[config.mk]
export PLATFORM = sky130hd
export DESIGN_NAME = usr_cmd_sequencer_flat
export DESIGN_NICKNAME = d
export VERILOG_FILES = /design/src/rtl/usr_pkg.sv /design/src/rtl/usr_cmd_sequencer_if.sv /design/src/rtl/usr_step_cnt.sv /design/src/rtl/usr_cmd_sequencer.sv /design/src/flat_wrapper.sv
export SDC_FILE = /design/constraint.sdc
export NUM_CORES = 1
export LEC_CHECK = 0
export BUFFER_PORTS_ARGS = -buffer_cell sky130_fd_sc_hd__buf_2
export CAP_MARGIN = 15
export CORE_MARGIN = 10
export CORE_UTILIZATION = 52
export DETAILED_ROUTE_END_ITERATION = 7
export GPL_ROUTABILITY_DRIVEN = 0
export GPL_TIMING_DRIVEN = 0
export PLACE_DENSITY = 0.93
export SLEW_MARGIN = 20
export SYNTH_ARGS = -nofsm -noshare
export SYNTH_HDL_FRONTEND = slang
export SYNTH_SLANG_ARGS = --single-unit
[constraint.sdc]
create_clock -name clk -period 4.9 [get_ports clk]
set_clock_uncertainty 0.05 [all_clocks]
set_input_delay 0 -clock clk [delete_from_list [all_inputs] [get_ports clk]]
set_output_delay 0 -clock clk [all_outputs]
set_load 0.1 [all_outputs]
[src/rtl/usr_pkg.sv]
// Shared types and constants for the universal shift register sequencer.
package usr_pkg;

    localparam int DEF_WIDTH = 4;
    localparam int DEF_CNT_W = 3;

    typedef enum logic [2:0] {
        OP_READ  = 3'd0,
        OP_LOAD  = 3'd1,
        OP_SHR   = 3'd2,
        OP_SHL   = 3'd3,
        OP_ROR   = 3'd4,
        OP_ROL   = 3'd5,
        OP_CLEAR = 3'd6,
        OP_RSVD  = 3'd7
    } op_e;

    localparam logic [1:0] MODE_HOLD = 2'b00;
    localparam logic [1:0] MODE_SHR  = 2'b01;
    localparam logic [1:0] MODE_SHL  = 2'b10;
    localparam logic [1:0] MODE_LOAD = 2'b11;

    typedef enum logic [1:0] {
        ST_IDLE,
        ST_EXEC,
        ST_SETTLE,
        ST_RESP
    } state_e;

endpackage

[src/rtl/usr_cmd_sequencer_if.sv]
// Command request / response channel between issuer and sequencer.
interface usr_cmd_sequencer_if
    import usr_pkg::*;
#(
    parameter int WIDTH = DEF_WIDTH,
    parameter int CNT_W = DEF_CNT_W
);

    logic             cmd_valid;
    logic             cmd_ready;
    logic [2:0]       cmd_op;
    logic [WIDTH-1:0] cmd_data;
    logic [CNT_W-1:0] cmd_cnt;
    logic             rsp_valid;
    logic             rsp_ready;
    logic [WIDTH-1:0] rsp_data;
    logic             rsp_err;

    modport master (
        output cmd_valid, cmd_op, cmd_data, cmd_cnt, rsp_ready,
        input  cmd_ready, rsp_valid, rsp_data, rsp_err
    );

    modport slave (
        input  cmd_valid, cmd_op, cmd_data, cmd_cnt, rsp_ready,
        output cmd_ready, rsp_valid, rsp_data, rsp_err
    );

endinterface

[src/rtl/usr_step_cnt.sv]
// Loadable down-counter that sets the length of the EXEC phase.
module usr_step_cnt #(
    parameter int CNT_W = 3
) (
    input  logic             clk,
    input  logic             clear_b,
    input  logic             load,
    input  logic [CNT_W-1:0] load_val,
    input  logic             dec,
    output logic             last
);

    logic [CNT_W-1:0] cnt_q;

    always_ff @(posedge clk or negedge clear_b) begin
        if (!clear_b) begin
            cnt_q <= '0;
        end else if (load) begin
            cnt_q <= load_val;
        end else if (dec) begin
            cnt_q <= cnt_q - 1'b1;
        end
    end

    assign last = (cnt_q == CNT_W'(1));

endmodule

[src/rtl/usr_cmd_sequencer.sv]
// Sequences shift-register commands onto a universal shift register
// and returns the sampled register contents.
module usr_cmd_sequencer
    import usr_pkg::*;
#(
    parameter int WIDTH = DEF_WIDTH,
    parameter int CNT_W = DEF_CNT_W
) (
    input  logic             clk,
    input  logic             clear_b,
    usr_cmd_sequencer_if.slave bus,
    output logic             usr_s1,
    output logic             usr_s0,
    output logic [WIDTH-1:0] usr_in,
    output logic             usr_msb_in,
    output logic             usr_lsb_in,
    output logic             usr_clr_b,
    input  logic [WIDTH-1:0] usr_out
);

    state_e           state_q, state_d;
    op_e              op_q, op_in;
    logic [WIDTH-1:0] data_q;
    logic [WIDTH-1:0] rsp_data_q;
    logic             rsp_err_q;
    logic             rdy_q;
    logic             clr_q;
    logic             accept;
    logic             last;
    logic [CNT_W-1:0] n_steps;
    logic [1:0]       mode;
    logic             cmd_ready_c;
    logic             rsp_valid_c;

    assign op_in  = op_e'(bus.cmd_op);
    assign accept = bus.cmd_valid && cmd_ready_c;

    always_comb begin
        n_steps = '0;
        unique case (op_in)
            OP_LOAD, OP_CLEAR:              n_steps = CNT_W'(1);
            OP_SHR, OP_SHL, OP_ROR, OP_ROL: n_steps = bus.cmd_cnt;
            default:                        n_steps = '0;
        endcase
    end

    usr_step_cnt #(.CNT_W(CNT_W)) u_step_cnt (
        .clk      (clk),
        .clear_b  (clear_b),
        .load     (accept),
        .load_val (n_steps),
        .dec      (state_q == ST_EXEC),
        .last     (last)
    );

    always_ff @(posedge clk or negedge clear_b) begin
        if (!clear_b) state_q <= ST_IDLE;
        else          state_q <= state_d;
    end

    always_comb begin
        state_d = state_q;
        unique case (state_q)
            ST_IDLE: begin
                if (accept)
                    state_d = (n_steps != '0) ? ST_EXEC : ST_SETTLE;
            end
            ST_EXEC:   if (last) state_d = ST_SETTLE;
            ST_SETTLE: state_d = ST_RESP;
            ST_RESP:   if (bus.rsp_ready) state_d = ST_IDLE;
            default:   state_d = ST_IDLE;
        endcase
    end

    // rdy_q keeps cmd_ready low until the first edge after reset release;
    // clr_q drops on the CLEAR accept edge so it is low only for its EXEC cycle.
    always_ff @(posedge clk or negedge clear_b) begin
        if (!clear_b) begin
            rdy_q      <= 1'b0;
            clr_q      <= 1'b0;
            op_q       <= OP_READ;
            data_q     <= '0;
            rsp_data_q <= '0;
            rsp_err_q  <= 1'b0;
        end else begin
            rdy_q <= 1'b1;
            clr_q <= !(accept && op_in == OP_CLEAR);
            if (accept) begin
                op_q   <= op_in;
                data_q <= bus.cmd_data;
            end
            if (state_q == ST_SETTLE) begin
                rsp_data_q <= usr_out;
                rsp_err_q  <= (op_q == OP_RSVD);
            end
        end
    end

    always_comb begin
        mode        = MODE_HOLD;
        usr_in      = '0;
        usr_msb_in  = 1'b0;
        usr_lsb_in  = 1'b0;
        cmd_ready_c = 1'b0;
        rsp_valid_c = 1'b0;
        unique case (state_q)
            ST_IDLE: cmd_ready_c = rdy_q;
            ST_EXEC: begin
                unique case (op_q)
                    OP_LOAD: begin
                        mode   = MODE_LOAD;
                        usr_in = data_q;
                    end
                    OP_SHR: begin
                        mode       = MODE_SHR;
                        usr_msb_in = data_q[0];
                    end
                    OP_SHL: begin
                        mode       = MODE_SHL;
                        usr_lsb_in = data_q[0];
                    end
                    OP_ROR: begin
                        mode       = MODE_SHR;
                        usr_msb_in = usr_out[0];
                    end
                    OP_ROL: begin
                        mode       = MODE_SHL;
                        usr_lsb_in = usr_out[WIDTH-1];
                    end
                    default: mode = MODE_HOLD;
                endcase
            end
            ST_SETTLE: mode = MODE_HOLD;
            ST_RESP:   rsp_valid_c = 1'b1;
            default:   mode = MODE_HOLD;
        endcase
    end

    assign {usr_s1, usr_s0} = mode;
    assign usr_clr_b        = clr_q;
    assign bus.cmd_ready    = cmd_ready_c;
    assign bus.rsp_valid    = rsp_valid_c;
    assign bus.rsp_data     = rsp_data_q;
    assign bus.rsp_err      = rsp_err_q;

endmodule

[src/flat_wrapper.sv]
// flat-port wrapper written by rule: the top's interface ports become plain ports
module usr_cmd_sequencer_flat import usr_pkg::*;
#(
    parameter int WIDTH = DEF_WIDTH,
    parameter int CNT_W = DEF_CNT_W
)
  (clk, clear_b, usr_s1, usr_s0, usr_in, usr_msb_in, usr_lsb_in, usr_clr_b, usr_out, bus_cmd_valid, bus_cmd_op, bus_cmd_data, bus_cmd_cnt, bus_rsp_ready, bus_cmd_ready, bus_rsp_valid, bus_rsp_data, bus_rsp_err);
  usr_cmd_sequencer_if #(.WIDTH(WIDTH), .CNT_W(CNT_W)) bus_i ();
  input  logic clk;
  input  logic clear_b;
  output logic usr_s1;
  output logic usr_s0;
  output logic [WIDTH-1:0] usr_in;
  output logic usr_msb_in;
  output logic usr_lsb_in;
  output logic usr_clr_b;
  input  logic [WIDTH-1:0] usr_out;
  input wire logic [$bits(bus_i.cmd_valid)-1:0] bus_cmd_valid;
  input wire logic [$bits(bus_i.cmd_op)-1:0] bus_cmd_op;
  input wire logic [$bits(bus_i.cmd_data)-1:0] bus_cmd_data;
  input wire logic [$bits(bus_i.cmd_cnt)-1:0] bus_cmd_cnt;
  input wire logic [$bits(bus_i.rsp_ready)-1:0] bus_rsp_ready;
  output wire logic [$bits(bus_i.cmd_ready)-1:0] bus_cmd_ready;
  output wire logic [$bits(bus_i.rsp_valid)-1:0] bus_rsp_valid;
  output wire logic [$bits(bus_i.rsp_data)-1:0] bus_rsp_data;
  output wire logic [$bits(bus_i.rsp_err)-1:0] bus_rsp_err;
  assign bus_i.cmd_valid = bus_cmd_valid;
  assign bus_i.cmd_op = bus_cmd_op;
  assign bus_i.cmd_data = bus_cmd_data;
  assign bus_i.cmd_cnt = bus_cmd_cnt;
  assign bus_i.rsp_ready = bus_rsp_ready;
  assign bus_cmd_ready = bus_i.cmd_ready;
  assign bus_rsp_valid = bus_i.rsp_valid;
  assign bus_rsp_data = bus_i.rsp_data;
  assign bus_rsp_err = bus_i.rsp_err;
  usr_cmd_sequencer #(.WIDTH(WIDTH), .CNT_W(CNT_W)) u_core (.clk(clk), .clear_b(clear_b), .bus(bus_i), .usr_s1(usr_s1), .usr_s0(usr_s0), .usr_in(usr_in), .usr_msb_in(usr_msb_in), .usr_lsb_in(usr_lsb_in), .usr_clr_b(usr_clr_b), .usr_out(usr_out));
endmodule
==> After elaboration in Yosys (flattened, before gate mapping) <==
Cells that the tools add are included.
{ "totals": {"out_inout_bits": 16, "in_bits": 18, "elab_cells": 57, "regBits": 19} }
{ "classes": {"reduce_logical": 11, "n_mux": 18, "n_addsub": 1, "n_eq_ne": 19} }
{ "ops": {"columns": ["op", "count"], "rows": [
  ["equality test 3 bit, second input constant", 6],
  ["equality test 3 x 2 -> 1 bit, second input constant", 4],
  ["two-way mux 2 bit", 5],
  ["equality test 3 x 1 -> 1 bit, second input constant", 3],
  ["two-way mux 4 bit", 2],
  ["one-hot mux 2 bit (4 select lines)", 1],
  ["two-way mux 3 bit", 2],
  ["one-hot mux 2 bit (3 select lines)", 1],
  ["one-hot mux 3 bit (2 select lines)", 1],
  ["OR reduction 2 bit", 3],
  ["equality test 2 bit, second input constant", 2],
  ["two-way mux 1 bit", 4],
  ["!= test 2 x 1 -> 1 bit, second input constant", 2],
  ["one-hot mux 1 bit (2 select lines)", 2],
  ["OR reduction 4 bit", 1],
  ["AND reduction 3 bit", 1],
  ["nonzero test 3 bit", 1],
  ["subtractor 3 x 1 -> 3 bit, second input constant", 1],
  ["equality test 2 x 1 -> 1 bit, second input constant", 1],
  ["logical AND 1 bit", 2],
  ["zero test 2 bit", 1],
  ["!= test 2 bit, second input constant", 1],
  ["nonzero test 2 bit", 1],
  ["zero test 1 bit", 1]
]} }

==> Depth between registers and ports, before layout <==
{ "depth": {"ltp_word": 7, "ltp_mapped": 6, "depth_no_buf": 6} }

==> Modules after synthesis <==
From an unflattened synthesis, not the netlist that was laid out.
{ "hier_totals": {"cells_unflattened": 100, "area_unflattened_um2": 1059.8} }
{ "by_module_without_submodules": {"columns": ["module", "seq_area_each_um2", "area_each_um2", "cells_per_inst", "n_inst"], "rows": [
  ["usr_cmd_sequencer", 400.4, 865.8, 81, 1],
  ["usr_step_cnt", 75.1, 193.9, 19, 1]
]} }

==> Worst setup path after synthesis <==
Ideal clock, no wire load.
{ "synth_timing": {"kind": "reg-to-output", "from": "register u_core.state_q[1]", "to": "output usr_lsb_in", "slack_ps": 2512, "t_required_ps": 4850, "arrival_ps": 2338, "stages_incl_launch_ff": 6, "path_buffers": 1, "cell_sequence": "dfrtp_1 > inv_1 > ha_1 > buf_2 > nand2_1 > a21oi_1"} }
{ "synth_via": {"elab_chain_cells": 2} }
{ "synth_rtl": {"columns": ["element", "line_no", "text"], "rows": [
  ["start, declared", "usr_cmd_sequencer.sv:21", "state_e state_q, state_d;"],
  ["start signal, assigned", "usr_cmd_sequencer.sv:58", "else state_q <= state_d;"],
  ["equality test 2 x 1 -> 1 bit", "usr_cmd_sequencer.sv:106", "unique case (state_q)"],
  ["two-way mux 1 bit", "usr_cmd_sequencer.sv:106", null],
  ["end, declared", "flat_wrapper.sv:15", "output logic usr_lsb_in;"]
]} }
No other way between the ends.

==> Worst setup path after layout <==
{ "layout_timing": {"from": "register u_core.state_q[1]", "to": "output usr_in[2]"} }
{ "layout_via": {"elab_chain_cells": 2} }
{ "layout_rtl": {"columns": ["element", "line_no", "text"], "rows": [
  ["equality test 2 x 1 -> 1 bit", "usr_cmd_sequencer.sv:106", null],
  ["two-way mux 4 bit", "usr_cmd_sequencer.sv:106", null],
  ["end, declared", "flat_wrapper.sv:13", "output logic [WIDTH-1:0] usr_in;"]
]} }
No other way between the ends.

==> results.py <==
metrics = {
    "run_status": {
        "outcome": "completed",
    },
    "synth": {
        "synth_enable_flop_cells": 0,
        "synth_cell_types": 33,
        "synth-seq-area-share_pct": 45.3,
        "avgSynthCellArea_sq_um": 10.5,
        "yosysWarnings": 0,
        "synth_fp_nets": 125,
        "ys_seq_elements": 19,
        "synth.cell_area_sq_um": 1050,
        "synthArstFlopShare_pct": 100,
        "synth_cells": 100,
        "synthFlopType": "dfrtp_1",
    },
    "finish": {
        "finalNetCount": 176,
        "n_fill_cell": 135,
        "syn_to_final_growth_pct": 34.4,
        "fin_area_sq_um": 1410,
        "diodes": 0,
        "drive_above_1_share_pct": 32.7,
    },
    "timing": {
        "tns_ns": 0,
        "fin_crit_ns": 2.25,
        "tightest_slew_ns": 0.547,
        "slew_viol_final": 0,
        "grt_setup_unrepaired": "false",
        "final-hold-violation-count": 0,
        "slew_headroom_pct": 63.6,
        "setup_viol": 0,
        "fin_crit_sh_pct": 45.8,
        "fmax_mhz": 445,
    },
    "detailed_routing": {
        "wl_per_cell_um": 15.0,
        "dr.pass1.iters": 4,
        "drt-total-wl_mm": 2.66,
        "antenna_left": 0,
        "drtIter0Drc": 18,
        "vias": 909,
        "viasPerCell": 5.14,
        "drc": 0,
    },
    "power": {
        "p_leak_nw": 0.683,
        "p_per_area_nw_per_um2": 710,
        "ir_worst_vdd_v": 0.000532,
    },
    "critical_path": {
        "start_kind": "flop",
        "r2r_slack_ns": 2.88,
        "critPathCaptureType": "output pin",
        "cp.required_ns": 4.85,
        "critPathArrivalTime_ns": 2.20,
        "cp_max_fo": 8,
        "r2r_end": "u_core.usr_clr_b",
        "rr_startpoint": "u_core.state_q[0]",
        "crit_start": "u_core.state_q[1]",
        "worstSetupPathType": "reg2out",
        "reg2reg_depth": 5,
        "crit_end": "usr_in[2]",
    },
    "hold_path": {
        "hold_path.class": "in2reg",
    },
    "placed_design": {
        "dp_hpwl_mm": 1.94,
        "place_area_sq_um": 1240,
        "portBuffers": 32,
    },
    "clock_tree": {
        "clk_pin_slew_ns": 0.10,
        "clock_sinks": 19,
        "post_cts_buffers": 0,
        "clk_latency_ns": 0.29,
        "cts_resized": 0,
        "numCtsBuffers": 3,
        "ctsLongestPathBuffers": 2,
        "htree_levels": 1,
        "ctsHoldBuffers": 14,
        "cts_tree": "done",
        "root_buffer": "clkbuf_4",
    },
    "floorplanning": {
        "row_count": 16,
        "die_w_um": 64.9,
        "die_height_um": 64.9,
        "io_pins": 34,
        "die_area_sq_um": 4210,
        "core_area_sq_um": 1940,
        "start_util_pct": 54.0,
    },
    "global_routing": {
        "overflow": 0,
        "grt_use_total_pct": 12.8,
        "grt_pass1_wl_mm": 4.41,
        "grt_pass1_vias": 985,
        "antenna_found_initial": 0,
        "grt_max_degree": 20,
    },
    "flow_run": {
        "maxCapViolCount": 0,
    },
}
==> cell type report <==
cell class / instances / area [sq um] / area share (%)
buffer: 5 / 21.3 / 1.51
clock buffer: 4 / 26.3 / 1.87
inverter: 6 / 22.5 / 1.60
multi-input combinational: 70 / 529 / 37.6
sequential: 19 / 475 / 33.7
tap: 27 / 33.8 / 2.40
timing repair buffer: 46 / 300 / 21.3
==> power by group <==
| part | leakage [nW] | internal [mW] | total, mW | switching, mW |
|---|---|---|---|---|
| combinational | 0.444 | 0.181 | 0.641 | 0.460 |
| sequential | 0.224 | 0.230 | 0.280 | 0.0508 |
| clock | 0.0150 | 0.0317 | 0.0783 | 0.0466 |
==> layout by cell type (no fill, tap or decap), types with 2 or more instances in the layout <==
cell type / count
nor2_1: 5
nand2_1: 7
buf_2: 34
xnor2_1: 3
dfrtp_1: 19
ha_1: 7
a21oi_1: 5
mux2_2: 11
clkbuf_4: 3
nand2b_1: 3
a22o_1: 2
inv_1: 5
clkbuf_1: 4
and2_1: 5
nor3_1: 2
nor2b_1: 2
dlygate4sd3_1: 14
o21ai_0: 2
==> worst max-delay path, stage by stage, from the launching register on <==
cell,delay (ns)
dfrtp_1,0.41
inv_1,0.13
ha_1,0.16
buf_2,0.19
nand2_1,0.11
nor3_1,0.28
and2_1,0.19
buf_2,0.43
==> synthesized netlist by cell type, types with 2 or more instances <==
master,n,area [sq um]
dfrtp_1,19,475
inv_1,5,18.8
nor2_1,5,18.8
buf_2,2,10.0
a22o_1,2,17.5
ha_1,7,87.6
nand2_1,7,26.3
clkbuf_1,3,11.3
xnor2_1,3,26.3
a21oi_1,5,25.0
o21ai_0,2,10.0
nor3_1,2,10.0
nand2b_1,3,18.8
mux2_2,11,124
nor2b_1,2,12.5
and2_1,5,31.3
==> worst min path at each step <==
stage | from | end | slack [ns] | cells after the start
2_1_floorplan | clear_b | u_core.bus.rsp_data[0] | -0.35 | 0
3_5_place_dp | clear_b | u_core.u_step_cnt.cnt_q[1] | -0.09 | 1
5_1_grt | bus_rsp_ready | u_core.state_q[1] | 0.13 | 4
6_report | bus_cmd_cnt[0] | u_core.u_step_cnt.cnt_q[0] | 0.09 | 4
3_3_place_gp | clear_b | u_core.data_q[2] | -0.1 | 1
4_1_cts | bus_cmd_cnt[0] | u_core.u_step_cnt.cnt_q[0] | 0.09 | 4
==> cell families after synthesis <==
group / share of synthesized area (%)
xor gates and xnor gates: 3.34
other: 0.358
adders and majority gates: 8.35
DFF: 45.3
and+or+nand+nor: 14.2
muxes: 11.8
buffers and inverters: 4.18
AOI/OAI and AO/OA: 12.4
==> sequential cells by signal (all words and copies together), names as in the netlist <==
register                 cells
u_core.data_q                4
u_core.rdy_q                 1
u_core.bus.rsp_data          4
u_core.u_step_cnt.cnt_q      3
u_core.bus.rsp_err           1
u_core.state_q               2
u_core.usr_clr_b             1
u_core.op_q                  3
==> stage by stage <==
stage	hold slack (ns)	cells	setup slack [ns]	total power, mW	util [%]
global route	0.130	177	2.51	1.06	72.6
global placement	-0.0970	159	3.05	0.886	64.0
CTS	0.0855	177	2.66	1.00	72.6
detailed placement	-0.0898	159	3.00	0.916	64.0
finish	0.0879	177	2.65	1.00	72.6
floorplan	-0.346	100	2.51	0.801	-
==> routing by layer <==
layer  GRT usage [%]  vias up  part of all wire (%)
met5               0        -                     0
met4            4.28        0                   3.0
met3            5.50        8                   9.6
met2            22.7       36                    49
met1            13.2      425                    39
li1                -      440                     -
No activity file was read; power rests on OpenSTA's default activity.
